## src/rtl/pipe_pkg.sv

```systemverilog
// Shared pipeline definitions for the fetch stage and its neighbours.
// Holds the instruction-memory geometry, special instruction encodings,
// opcode field values, and the fetch halt-state encoding.
package pipe_pkg;

  localparam int unsigned MEM_DEPTH = 2048;
  localparam int unsigned PC_W      = $clog2(MEM_DEPTH);

  localparam logic [31:0] HALT_WORD = 32'hFFFF_FFFF;
  localparam logic [31:0] NOP_WORD  = 32'h0000_0000;

  localparam logic [5:0] OP_RTYPE = 6'b000000;
  localparam logic [5:0] OP_BEQ   = 6'b000100;
  localparam logic [5:0] OP_LW    = 6'b100011;
  localparam logic [5:0] OP_HALT  = 6'b111111;

  typedef enum logic {
    FS_RUN  = 1'b0,
    FS_HALT = 1'b1
  } fetch_state_t;

endpackage

```

## src/rtl/if_fetch_stage_pc_counter.sv

```systemverilog
// Program counter register with load / hold / increment-with-wrap.
// Ports:
//   clk, reset_n : clock, asynchronous active-low reset (pc -> 0)
//   load         : take load_val on the next edge (highest priority)
//   load_val     : redirect address
//   inc          : advance pc by one, wrapping at MEM_DEPTH
//   pc           : current PC register
//   pc_inc       : pc + 1 modulo MEM_DEPTH (combinational)
module pc_counter
  #(
    parameter int unsigned MEM_DEPTH = 2048,
    parameter int unsigned PC_W      = $clog2(MEM_DEPTH)
  )
  (
    input  logic            clk,
    input  logic            reset_n,
    input  logic            load,
    input  logic [PC_W-1:0] load_val,
    input  logic            inc,
    output logic [PC_W-1:0] pc,
    output logic [PC_W-1:0] pc_inc
  );

  // Explicit wrap so a non-power-of-two depth still returns to zero.
  always_comb begin
    pc_inc = '0;
    if (pc != PC_W'(MEM_DEPTH - 1))
      pc_inc = pc + PC_W'(1);
  end

  always_ff @(posedge clk or negedge reset_n) begin
    if (!reset_n)
      pc <= '0;
    else if (load)
      pc <= load_val;
    else if (inc)
      pc <= pc_inc;
  end

endmodule

```

## src/rtl/if_fetch_stage.sv

```systemverilog
// Instruction-fetch stage: owns the PC, drives the instruction-memory
// address, captures the returned word into the IF/ID register, and handles
// stalls, branch redirects (with wrong-path squash) and the HALT word.
// Ports:
//   clk, reset_n    : clock, asynchronous active-low reset
//   stall           : hold PC, IF/ID, halt state and fetch counter
//   branch_taken    : redirect to branch_target, squash IF/ID, leave HALT
//   branch_target   : redirect word address (low PC_W bits used)
//   imem_addr       : zero-extended PC to instruction memory
//   imem_data       : instruction word from memory (combinational)
//   pc              : current PC register
//   ifid_instr      : IF/ID instruction
//   ifid_pc_plus1   : IF/ID PC+1 (wrapped, zero-extended)
//   ifid_valid      : IF/ID holds a real instruction
//   halted          : HALT fetched, fetch frozen
//   fetch_count     : accepted fetches, saturating
module if_fetch_stage
  import pipe_pkg::*;
  #(
    parameter  int unsigned MEM_DEPTH = pipe_pkg::MEM_DEPTH,
    parameter  logic [31:0] HALT_WORD = pipe_pkg::HALT_WORD,
    parameter  logic [31:0] NOP_WORD  = pipe_pkg::NOP_WORD,
    localparam int unsigned PC_W      = $clog2(MEM_DEPTH)
  )
  (
    input  logic            clk,
    input  logic            reset_n,
    input  logic            stall,
    input  logic            branch_taken,
    input  logic [31:0]     branch_target,
    output logic [31:0]     imem_addr,
    input  logic [31:0]     imem_data,
    output logic [PC_W-1:0] pc,
    output logic [31:0]     ifid_instr,
    output logic [31:0]     ifid_pc_plus1,
    output logic            ifid_valid,
    output logic            halted,
    output logic [31:0]     fetch_count
  );

  fetch_state_t    state;
  fetch_state_t    state_nxt;
  logic [PC_W-1:0] pc_inc;
  logic            is_halt_word;
  logic            pc_load;
  logic            pc_advance;
  logic            accept;
  logic            unused_target_hi;

  assign unused_target_hi = ^branch_target[31:PC_W];

  assign imem_addr    = {{(32-PC_W){1'b0}}, pc};
  assign is_halt_word = (imem_data == HALT_WORD);

  // A fetch is accepted when no redirect, no stall and not already halted.
  assign accept     = !branch_taken && !stall && (state == FS_RUN);
  assign pc_load    = branch_taken;
  assign pc_advance = accept && !is_halt_word;

  pc_counter #(
    .MEM_DEPTH (MEM_DEPTH),
    .PC_W      (PC_W)
  ) u_pc_counter (
    .clk      (clk),
    .reset_n  (reset_n),
    .load     (pc_load),
    .load_val (branch_target[PC_W-1:0]),
    .inc      (pc_advance),
    .pc       (pc),
    .pc_inc   (pc_inc)
  );

  // Halt FSM: state register
  always_ff @(posedge clk or negedge reset_n) begin
    if (!reset_n)
      state <= FS_RUN;
    else
      state <= state_nxt;
  end

  // Halt FSM: next state
  always_comb begin
    state_nxt = state;
    if (branch_taken)
      state_nxt = FS_RUN;
    else if (accept && is_halt_word)
      state_nxt = FS_HALT;
  end

  // Halt FSM: outputs
  always_comb begin
    halted = (state == FS_HALT);
  end

  // IF/ID register and accepted-fetch counter
  always_ff @(posedge clk or negedge reset_n) begin
    if (!reset_n) begin
      ifid_instr    <= NOP_WORD;
      ifid_pc_plus1 <= '0;
      ifid_valid    <= 1'b0;
      fetch_count   <= '0;
    end else if (branch_taken) begin
      ifid_instr    <= NOP_WORD;
      ifid_pc_plus1 <= '0;
      ifid_valid    <= 1'b0;
    end else if (stall) begin
      ifid_instr    <= ifid_instr;
    end else if (state == FS_HALT) begin
      ifid_instr    <= NOP_WORD;
      ifid_pc_plus1 <= '0;
      ifid_valid    <= 1'b0;
    end else begin
      ifid_instr    <= imem_data;
      ifid_pc_plus1 <= {{(32-PC_W){1'b0}}, pc_inc};
      ifid_valid    <= 1'b1;
      if (fetch_count != '1)
        fetch_count <= fetch_count + 32'd1;
    end
  end

endmodule

```

## config.mk

```make
export PLATFORM = sky130hd
export DESIGN_NAME = if_fetch_stage
export DESIGN_NICKNAME = d
export VERILOG_FILES = /design/src/rtl/pipe_pkg.sv /design/src/rtl/if_fetch_stage_pc_counter.sv /design/src/rtl/if_fetch_stage.sv
export SDC_FILE = /design/constraint.sdc
export NUM_CORES = 1
export LEC_CHECK = 0
export BUFFER_PORTS_ARGS = -buffer_cell sky130_fd_sc_hd__clkbuf_2
export CAP_MARGIN = 20
export CORE_MARGIN = 8
export CORE_UTILIZATION = 47
export CTS_CLUSTER_DIAMETER = 120
export CTS_CLUSTER_SIZE = 12
export DETAILED_ROUTE_END_ITERATION = 8
export PLACE_DENSITY_LB_ADDON = 0.1
export SLEW_MARGIN = 20
export SYNTH_ARGS = -nofsm -noshare
export SYNTH_HDL_FRONTEND = slang
export SYNTH_SLANG_ARGS = --single-unit
```

## constraint.sdc

```tcl
create_clock -name clk -period 2.25 [get_ports clk]
set_input_delay 0.45 -clock clk [delete_from_list [all_inputs] [get_ports clk]]
set_output_delay 0.45 -clock clk [all_outputs]
set_load 0.1 [all_outputs]
```

==> flow_summary.json, run 1 <==
{
  "syn_avg_cell_area_um2": 10.6,
  "r2r-start": "fetch_count[10]",
  "fin_area_mm2": 0.00536,
  "clkSinkCount": 88,
  "dr.pass1.iters": 4,
  "pwr-share-clk_pct": 20.4,
  "wl_met1_mm": 5.11,
  "ys_seq_area_share_pct": 49.6,
  "worst_pin_slew_ns": 1.04,
  "clockBufferDepth": 2,
  "async_flop_share_pct": 100,
  "final_common_cell": "clkbuf_2",
  "synth.distinct_cells": 45,
  "startpoint": "fetch_count[10]",
  "top_layer": "met4",
  "routed-wl-met2_mm": 5.75,
  "fin_util_pct": 58.3,
  "cts_made_buffers": 9,
  "final_cell_mix": "clkbuf_2, dfrtp_1, conb_1",
  "diodes": 0,
  "postSynthCellCount": 417,
  "wl_mm": 11.8,
  "seq_area_mm2": 0.00227,
  "grt_pass1_vias": 3699,
  "pwr-share-seq_pct": 38.1,
  "power.switching_mw": 2.54,
  "multi_input_area_mm2": 0.00192,
  "cts_tree": "built",
  "viasPerCell": 5.29,
  "critPathKind": "flip-flop to flip-flop",
  "finalPower_mw": 4.95,
  "period_share_pct": 94.1,
  "whs_ns": 0.0423,
  "start_kind": "flip-flop",
  "finalSetupViolCount": 0,
  "die-width_um": 113,
  "layout.nets": 629,
  "rsz0062_at_grt": "false",
  "rows": 35,
  "layout_min_cycle_time_ns": 2.12,
  "p_leak_nw": 2.65,
  "port_buffers": 145,
  "synth-seq-cells": 88,
  "grt_antenna_before_repair": 0,
  "comb_power_share_pct": 41.5,
  "max_freq_ghz": 0.472,
  "path_max_fanout": 5,
  "fillCellCount": 826,
  "cap_violations": 0,
  "grt_pass1_wl_mm": 19.0,
  "cts_hold_buf": 0,
  "r2r_cells": 5,
  "gr-total-overflow": 0,
  "yosys_most_used_dff": "dfrtp_1",
  "swShare_pct": 51.2,
  "core_mm2": 0.00920,
  "ant_nets": 0,
  "critPathCaptureType": "flip-flop",
  "grt_max_degree": 47,
  "cts_setup_buffers": 0,
  "drtIter0Drc": 133,
  "syn_area_mm2": 0.00444,
  "p_per_area_mw_per_mm2": 924,
  "cts-root-buf": "clkbuf_8",
  "place_congestion": 0.798,
  "ctsResizeCount": 0,
  "finalHoldViolations": 0,
  "finClkSkew_ns": 0.00884,
  "hp-class": "input port to async pin",
  "place_hpwl_mm": 8.92,
  "placed_area_mm2": 0.00518,
  "peakVddDrop_mv": 0.471,
  "synth_edf_count": 0,
  "power.internal_mw": 2.42,
  "syn_to_final_growth_pct": 20.7,
  "fp.dieH_um": 113,
  "relSlewSlack_pct": 30.3,
  "grt_use_total_pct": 18.2,
  "status": "completed",
  "pin_count": 209,
  "vias": 3570,
  "tns_ns": 0,
  "cts_max_level": 3,
  "drc": 0,
  "clk_pin_slew_ns": 0.10,
  "drive_above_1_share_pct": 39.0,
  "crit_required_ns": 2.48,
  "slew_violations": 0,
  "start_util_pct": 48.3,
  "wl_per_cell_um": 17.5,
  "insertion_delay_ns": 0.35,
  "arrival_ns": 2.35,
  "wl_met3_um": 866,
  "die-area_mm2": 0.0128,
  "yosysWarningCount": 0
}
## sequential cells by signal (all words and copies together), names as in the netlist
register,flops
fetch_count,32
halted,1
ifid_instr,32
ifid_pc_plus1,11
ifid_valid,1
u_pc_counter.pc,11
## stage by stage
stage,cells,worst slack (ns)
2_1_floorplan,458,0.00351
3_3_place_gp,659,0.127
3_5_place_dp,659,0.117
4_1_cts,675,0.0726
5_1_grt,675,0.0130
6_report,675,0.133
## layout make-up
class / count / share of cell area (%)
Multi-Input combinational cell: 293 / 35.7
Clock inverter: 7 / 1.00
Sequential cell: 88 / 42.4
Clock buffer: 9 / 2.31
Tap cell: 111 / 2.59
Inverter: 10 / 0.700
Timing Repair Buffer: 157 / 15.3
## path summary, 6_finish.rpt
kind	to	slack, ns
min in group clk	u_pc_counter.pc[4]	0.33
max in group asynchronous	fetch_count[23]	1.43
max	fetch_count[30]	0.13
min reg2reg	ifid_pc_plus1[3]	0.49
max reg2reg	fetch_count[30]	0.13
min	fetch_count[11]	0.04
## cells by family after synthesis
| kind of cell | after synthesis | share of synthesized area (%) |
|---|---|---|
| xor gates and xnor gates | 37 | 7.30 |
| other | 1 | 0.0845 |
| adders and majority gates | 2 | 0.564 |
| AOI/OAI and AO/OA | 71 | 13.8 |
| and+or+nand+nor | 139 | 17.2 |
| buffers and inverters | 77 | 11.0 |
| DFF | 88 | 49.6 |
| muxes | 2 | 0.507 |
## synthesized netlist by cell type (5+ instances only)
cell type / count / area [um2]
dfrtp_1: 88 / 2200
nand2_1: 37 / 139
nand4_1: 21 / 131
nor3_1: 6 / 30.0
xnor2_1: 24 / 210
clkbuf_1: 10 / 37.5
nor2_1: 20 / 75.1
nor2b_1: 6 / 37.5
nand3_1: 21 / 105
and3_1: 7 / 43.8
buf_4: 53 / 398
inv_1: 10 / 37.5
xor2_1: 13 / 114
a21oi_1: 5 / 25.0
o21ai_0: 11 / 55.1
a22o_1: 34 / 298
## power groups by stage
stage | combinational [mW] | sequential (mW) | clock [mW]
after floorplan | 0.850 | 2.84 | 0
after global placement | 2.05 | 1.91 | 0
after detailed placement | 2.07 | 1.92 | 0
after CTS | 2.07 | 1.89 | 1.05
after global routing | 2.13 | 1.92 | 1.12
final | 2.06 | 1.89 | 1.01
## metal layers
layer / GRT usage [%] / vias to the layer above
met5: 0 / -
met4: 5.77 / 0
met3: 5.01 / 6
met2: 29.2 / 119
met1: 23.4 / 1753
li1: - / 1692
## worst max-delay path: stages (launching register included)
cell       delay [ns]
dfrtp_4          0.46
nand4_2          0.17
or4_4            0.61
a2111oi_4        0.45
nand3_1          0.16
xnor2_1          0.15
Note: power is estimated with default switching activity, not from simulation.
==> inputs of run 2 (changes only) <==
Settings changed: ABC_AREA set to 1, CORE_UTILIZATION 47 to 49.
Clock period 2.25 ns to 2.3 ns, I/O delays scaled along.
==> run 2 against run 1 <==
  * Final area is 10% higher
  * Sequential cell count stayed put
  * Critical path depth is 5 higher
  * Clock skew is 0.0050 ns higher
  * First-iteration DRC count is 130% higher
  * Combinational power is 3% lower
  * Synthesized area is 14% higher
  * Clock-buffer cell count is 1 higher
  * Utilization is 0.20 points lower
  * Sequential power is 4% lower
  * Via count is 30% higher
==> flow_summary.json, run 2 <==
{
  "critPathSlowestCell": "dfrtp_2",
  "place_ws_ns": 0.319,
  "dr.pass1.iters": 4,
  "viasPerCell": 4.97,
  "critPathCaptureType": "flip-flop",
  "drtIter0Drc": 302,
  "clkSinkCount": 88,
  "port_buffers": 145,
  "synth_top_family_by_area": "simple AND/OR/NAND/NOR gates",
  "rsz0062_at_grt": "false",
  "path_common_cell": "nand2_1",
  "postSynthCellCount": 661,
  "syn_avg_cell_area_um2": 7.65,
  "path_max_fanout": 25,
  "synth.distinct_cells": 31,
  "arrival_ns": 2.20,
  "gr-total-overflow": 0,
  "grt_max_degree": 53,
  "wl_per_cell_um": 14.9,
  "max_freq_ghz": 0.514,
  "slew_violations": 0,
  "p_leak_nw": 3.15,
  "synthSimpleGateAreaFrac_pct": 32.4,
  "start_kind": "flip-flop",
  "yosys.area.top_type_share_pct": 43.6,
  "cts_hold_buf": 0,
  "start_util_pct": 49.6,
  "cts_max_level": 3,
  "critPathMaxStageDelay_ns": 0.41,
  "grt_pass1_wl_mm": 23.4,
  "worst_pin_slew_ns": 0.571,
  "place_congestion": 0.924,
  "pin_count": 209,
  "seq_area_mm2": 0.00220,
  "layout_setup_ws_ns": 0.354,
  "core_mm2": 0.0102,
  "finClkSkew_ns": 0.0139,
  "synth-xor-area-share_pct": 3.29,
  "syn_area_mm2": 0.00506,
  "drc": 0,
  "synth_most_common_cell": "nand2_1",
  "relSlewSlack_pct": 62.1,
  "yosys-top-cells-count": "nand2_1, dfrtp_1, nor2_1",
  "cts-root-buf": "clkbuf_8",
  "final_cell_mix": "nand2_1, clkbuf_2, dfrtp_1",
  "clk_pin_slew_ns": 0.09,
  "r2r_cells": 10,
  "clockBufferDepth": 2,
  "critPathKind": "flip-flop to flip-flop",
  "rows": 37,
  "status": "completed",
  "diodes": 0,
  "hp-class": "input port to async pin",
  "wl_mm": 14.0,
  "multi_input_area_mm2": 0.00240,
  "synth_top_area_cell": "dfrtp_1",
  "reg.largest.list": "fetch_count: 32 flops, ifid_instr: 32 flops",
  "synthTopCellsByArea": "dfrtp_1, nand2_1, buf_4",
  "p_per_area_mw_per_mm2": 836,
  "yosysWarningCount": 0,
  "synthMuxAreaShare_pct": 0,
  "ys_seq_area_share_pct": 43.6,
  "grt_antenna_before_repair": 0,
  "cts_tree": "built",
  "finalSetupViolCount": 0,
  "layout.nets": 866,
  "whs_ns": 0.0525,
  "ant_nets": 0,
  "cts_setup_buffers": 0,
  "die-area_mm2": 0.0138,
  "fp.dieH_um": 118,
  "cts_made_buffers": 9,
  "synth_compound_area_share_pct": 8.07,
  "layout_min_cycle_time_ns": 1.95,
  "peakVddDrop_mv": 0.642,
  "synth-seq-cells": 88,
  "ctsResizeCount": 0,
  "period_share_pct": 84.6,
  "async_flop_share_pct": 100,
  "synth_fa_ha_area_share_pct": 0.495,
  "vias": 4654,
  "drive_above_1_share_pct": 23.2,
  "yosys_most_used_dff": "dfrtp_1",
  "final_common_cell": "nand2_1",
  "place_hpwl_mm": 10.7,
  "synth_edf_count": 0,
  "crit_required_ns": 2.55,
  "fillCellCount": 1014,
  "cap_violations": 0,
  "syn_to_final_growth_pct": 17.0,
  "worstPathCellList": "ha_1 > inv_1 > nor2_2 > nand2_2 > nor2_4 > nand3_4 > nand2_4 > inv_4 > nand2_1 > nand2_1",
  "die-width_um": 118,
  "tns_ns": 0,
  "grt_use_total_pct": 20.4,
  "finalHoldViolations": 0,
  "insertion_delay_ns": 0.37,
  "finalPower_mw": 4.94,
  "grt_pass1_vias": 4672
}
[run 2: stage by stage]
stage | area [um2] | util (%) | instances
after floorplan | 5210 | - | 702
after global placement | 5710 | 56.1 | 921
after detailed placement | 5710 | 56.1 | 921
after CTS | 5920 | 58.1 | 937
after global routing | 5920 | 58.1 | 937
final | 5920 | 58.1 | 937
[run 2: kinds of logic (layout without fill, tap and decap cells)]
group                      after synthesis  in the layout
and+or+nand+nor                        396            396
buffers and inverters                  100            199
adders and majority gates                2              2
xor gates and xnor gates                19             19
DFF                                     88             88
other                                    1             42
AOI/OAI and AO/OA                       55             55
[run 2: critical path: cells and delay by family, from the launching register on]
kind | cells | cell delay [ns]
DFF | 1 | 0.41
and+or+nand+nor | 7 | 0.91
buffers and inverters | 2 | 0.24
adders and majority gates | 1 | 0.27
[run 2: report_power, final]
group          leakage (nW)  total [mW]  internal, mW  switching, mW
Sequential             1.18        1.82          1.67          0.157
Clock                0.0989        1.12         0.535          0.583
Combinational          1.87        2.00         0.271           1.73
Total                  3.15        4.94          2.47           2.47
[run 2: metal layers]
layer	share of wire (%)	track usage, %	vias up
met3	7.3	5.47	19
met5	0	0	-
met4	2.0	7.93	0
li1	-	-	2290
met2	49	34.6	165
met1	42	24.1	2180
[run 2: final timing paths]
kind | start | to | slack, ns
max in group asynchronous | reset_n | ifid_instr[24] | 1.60
setup / recovery | fetch_count[0] | fetch_count[29] | 0.35
hold reg to reg | ifid_pc_plus1[6] | ifid_pc_plus1[6] | 0.50
setup reg to reg | fetch_count[0] | fetch_count[29] | 0.35
min in group clk | branch_target[9] | u_pc_counter.pc[9] | 0.32
hold / removal | reset_n | fetch_count[3] | 0.05
[run 2: cell type report]
class	instances	area share, %
Timing Repair Buffer	155	14.0
Sequential cell	88	37.3
Multi-Input combinational cell	514	40.6
Clock inverter	6	1.14
Clock buffer	10	2.33
Inverter	28	1.82
Tap cell	136	2.88
==> inputs of run 3 (changes only) <==
Settings changed: CORE_UTILIZATION 49 to 44.
Clock period 2.3 ns to 1.7 ns, I/O delays scaled along.
==> run 3 against run 2 <==
  * Clock power up 76%
  * Non-clock buffer count is 17 higher
  * Clock-buffer cell count did not move
  * Critical path type is now flip-flop to output pin
==> flow_summary.json, run 3 (synthesis results as in run 2) <==
{
  "max_freq_ghz": 0.602,
  "fp.dieH_um": 123,
  "seq_area_mm2": 0.00230,
  "grt_max_degree": 42,
  "slew_violations": 0,
  "cts_tree": "built",
  "pwr-share-clk_pct": 27.1,
  "dr.pass1.iters": 5,
  "swShare_pct": 47.1,
  "placed_area_mm2": 0.00594,
  "grt_pass1_vias": 4779,
  "crit_required_ns": 1.36,
  "final_cell_mix": "nand2_1, clkbuf_2, nor2_1",
  "finalHoldViolations": 0,
  "rows": 39,
  "place_hpwl_mm": 11.1,
  "arrival_ns": 1.32,
  "critPathMaxStageDelay_ns": 0.46,
  "grt-busiest-layer": "met2",
  "path_max_fanout": 5,
  "worst_pin_slew_ns": 0.569,
  "gr-total-overflow": 0,
  "multi_input_area_mm2": 0.00246,
  "status": "completed",
  "finClkSkew_ns": 0.00616,
  "cts_made_buffers": 9,
  "start_kind": "flip-flop",
  "place_congestion": 0.838,
  "p_leak_nw": 3.24,
  "grt_pass1_wl_mm": 23.3,
  "critPathKind": "flip-flop to output pin",
  "die-area_mm2": 0.0152,
  "finalNonFillerCells": 961,
  "reg.largest.list": "fetch_count: 32 flops, ifid_instr: 32 flops",
  "final_common_cell": "nand2_1",
  "fin_util_pct": 56.0,
  "critical-path-top-delay-family": "buffers and inverters",
  "critPathCaptureType": "output pin",
  "p_per_area_mw_per_mm2": 1150,
  "vias": 4684,
  "pin_count": 209,
  "cts_max_level": 3,
  "fillCellCount": 1083,
  "drc": 0,
  "period_share_pct": 97.7,
  "port_buffers": 145,
  "grt_antenna_before_repair": 0,
  "clkSinkCount": 88,
  "peakVddDrop_mv": 1.17,
  "wl_per_cell_um": 15.3,
  "finalPower_mw": 7.28,
  "pwr-share-seq_pct": 34.6,
  "power.switching_mw": 3.43,
  "cts-root-buf": "clkbuf_16",
  "cap_violations": 0,
  "clk_pin_slew_ns": 0.06,
  "finalSetupViolCount": 0,
  "viasPerCell": 4.87,
  "worstPathCellList": "buf_4 > clkbuf_2",
  "met3_usage_pct": 5.21,
  "power.internal_mw": 3.85,
  "grt_use_total_pct": 19.3,
  "use_met1_pct": 23.7,
  "diodes": 0,
  "die-width_um": 123,
  "core_mm2": 0.0113,
  "drtIter0Drc": 305,
  "fin_area_mm2": 0.00634,
  "groute.layer.met2.usage_pct": 31.6,
  "hp-class": "input port to flip-flop",
  "critPathSlowestCell": "clkbuf_2",
  "drive_above_1_share_pct": 30.7,
  "comb_power_share_pct": 38.3,
  "insertion_delay_ns": 0.34,
  "relSlewSlack_pct": 62.2,
  "start_util_pct": 44.7,
  "rsz0062_at_grt": "true",
  "place_inst": 940,
  "ant_nets": 0,
  "tns_ns": 0,
  "crit_buf_inv": 2,
  "clockBufferDepth": 2,
  "syn_to_final_growth_pct": 25.4,
  "layout.nets": 883,
  "layout_min_cycle_time_ns": 1.66,
  "wl_mm": 14.7
}
==> run 3: changes by cell type in the layout (fill, tap and decap cells not counted), moves of 2 or more <==
cell       before  now
dfrtp_1        86   44
dfrtp_2         2   27
dfrtp_4         0   17
buf_4           9   23
clkbuf_16       0   10
clkbuf_8       10    0
clkbuf_2      144  141
nor2_1         65   62
clkinv_2        1    3
ha_1            2    0
nor2_4          2    4
==> run 3: per-stage QoR <==
stage / worst slack, ns / hold slack (ns)
2_1_floorplan: -0.106 / 0.0444
3_3_place_gp: 0.0528 / 0.272
3_5_place_dp: 0.0189 / 0.280
4_1_cts: 0.00109 / 0.201
5_1_grt: -0.0164 / 0.218
6_report: 0.0399 / 0.220
==> run 3: worst paths after layout <==
kind / start / cells after the start / end / slack, ns
max reg2reg: fetch_count[10] / 8 / fetch_count[0] / 0.08
max: fetch_count[17] / 2 / fetch_count[17] / 0.04
min: branch_target[9] / 3 / u_pc_counter.pc[9] / 0.22
min in group asynchronous: reset_n / 2 / fetch_count[19] / 0.45
max in group asynchronous: reset_n / 3 / u_pc_counter.pc[7] / 0.70
min reg2reg: ifid_pc_plus1[8] / 2 / ifid_pc_plus1[8] / 0.48
==> run 3: tightest hold or removal path, stage by stage <==
cell and delay (ns):
clkbuf_2 0.08, nand2_1 0.04, nand3_1 0.07
==> run 3: what timing repair did <==
item	in CTS	in global routing
setup endpoints to repair	1	38
pin swaps	0	2
endpoints found under the hold margin	22	0
gates cloned	0	1
hold buffers	1	0
setup buffers	0	3
gates resized for setup	1	12
==> run 3: routing by layer <==
layer / share of wire [%] / routed length [um]
met5: 0 / 0
met2: 47 / 6930
met3: 7.3 / 1080
met4: 2.2 / 329
met1: 43 / 6330
==> run 3: area by class of cell <==
cell class	count	area share, %
Clock buffer	10	3.61
Clock inverter	6	0.947
Inverter	28	1.74
Multi-Input combinational cell	514	38.8
Sequential cell	88	36.3
Tap cell	143	2.82
Timing Repair Buffer	172	15.8
==> run 3: power groups by stage <==
stage	Sequential (mW)	Clock [mW]	Combinational [mW]
final	2.52	1.97	2.79
after global routing	2.55	2.11	2.91
after CTS	2.52	2.04	2.77
after detailed placement	2.56	0	2.77
after global placement	2.55	0	2.74
after floorplan	3.69	0	1.25
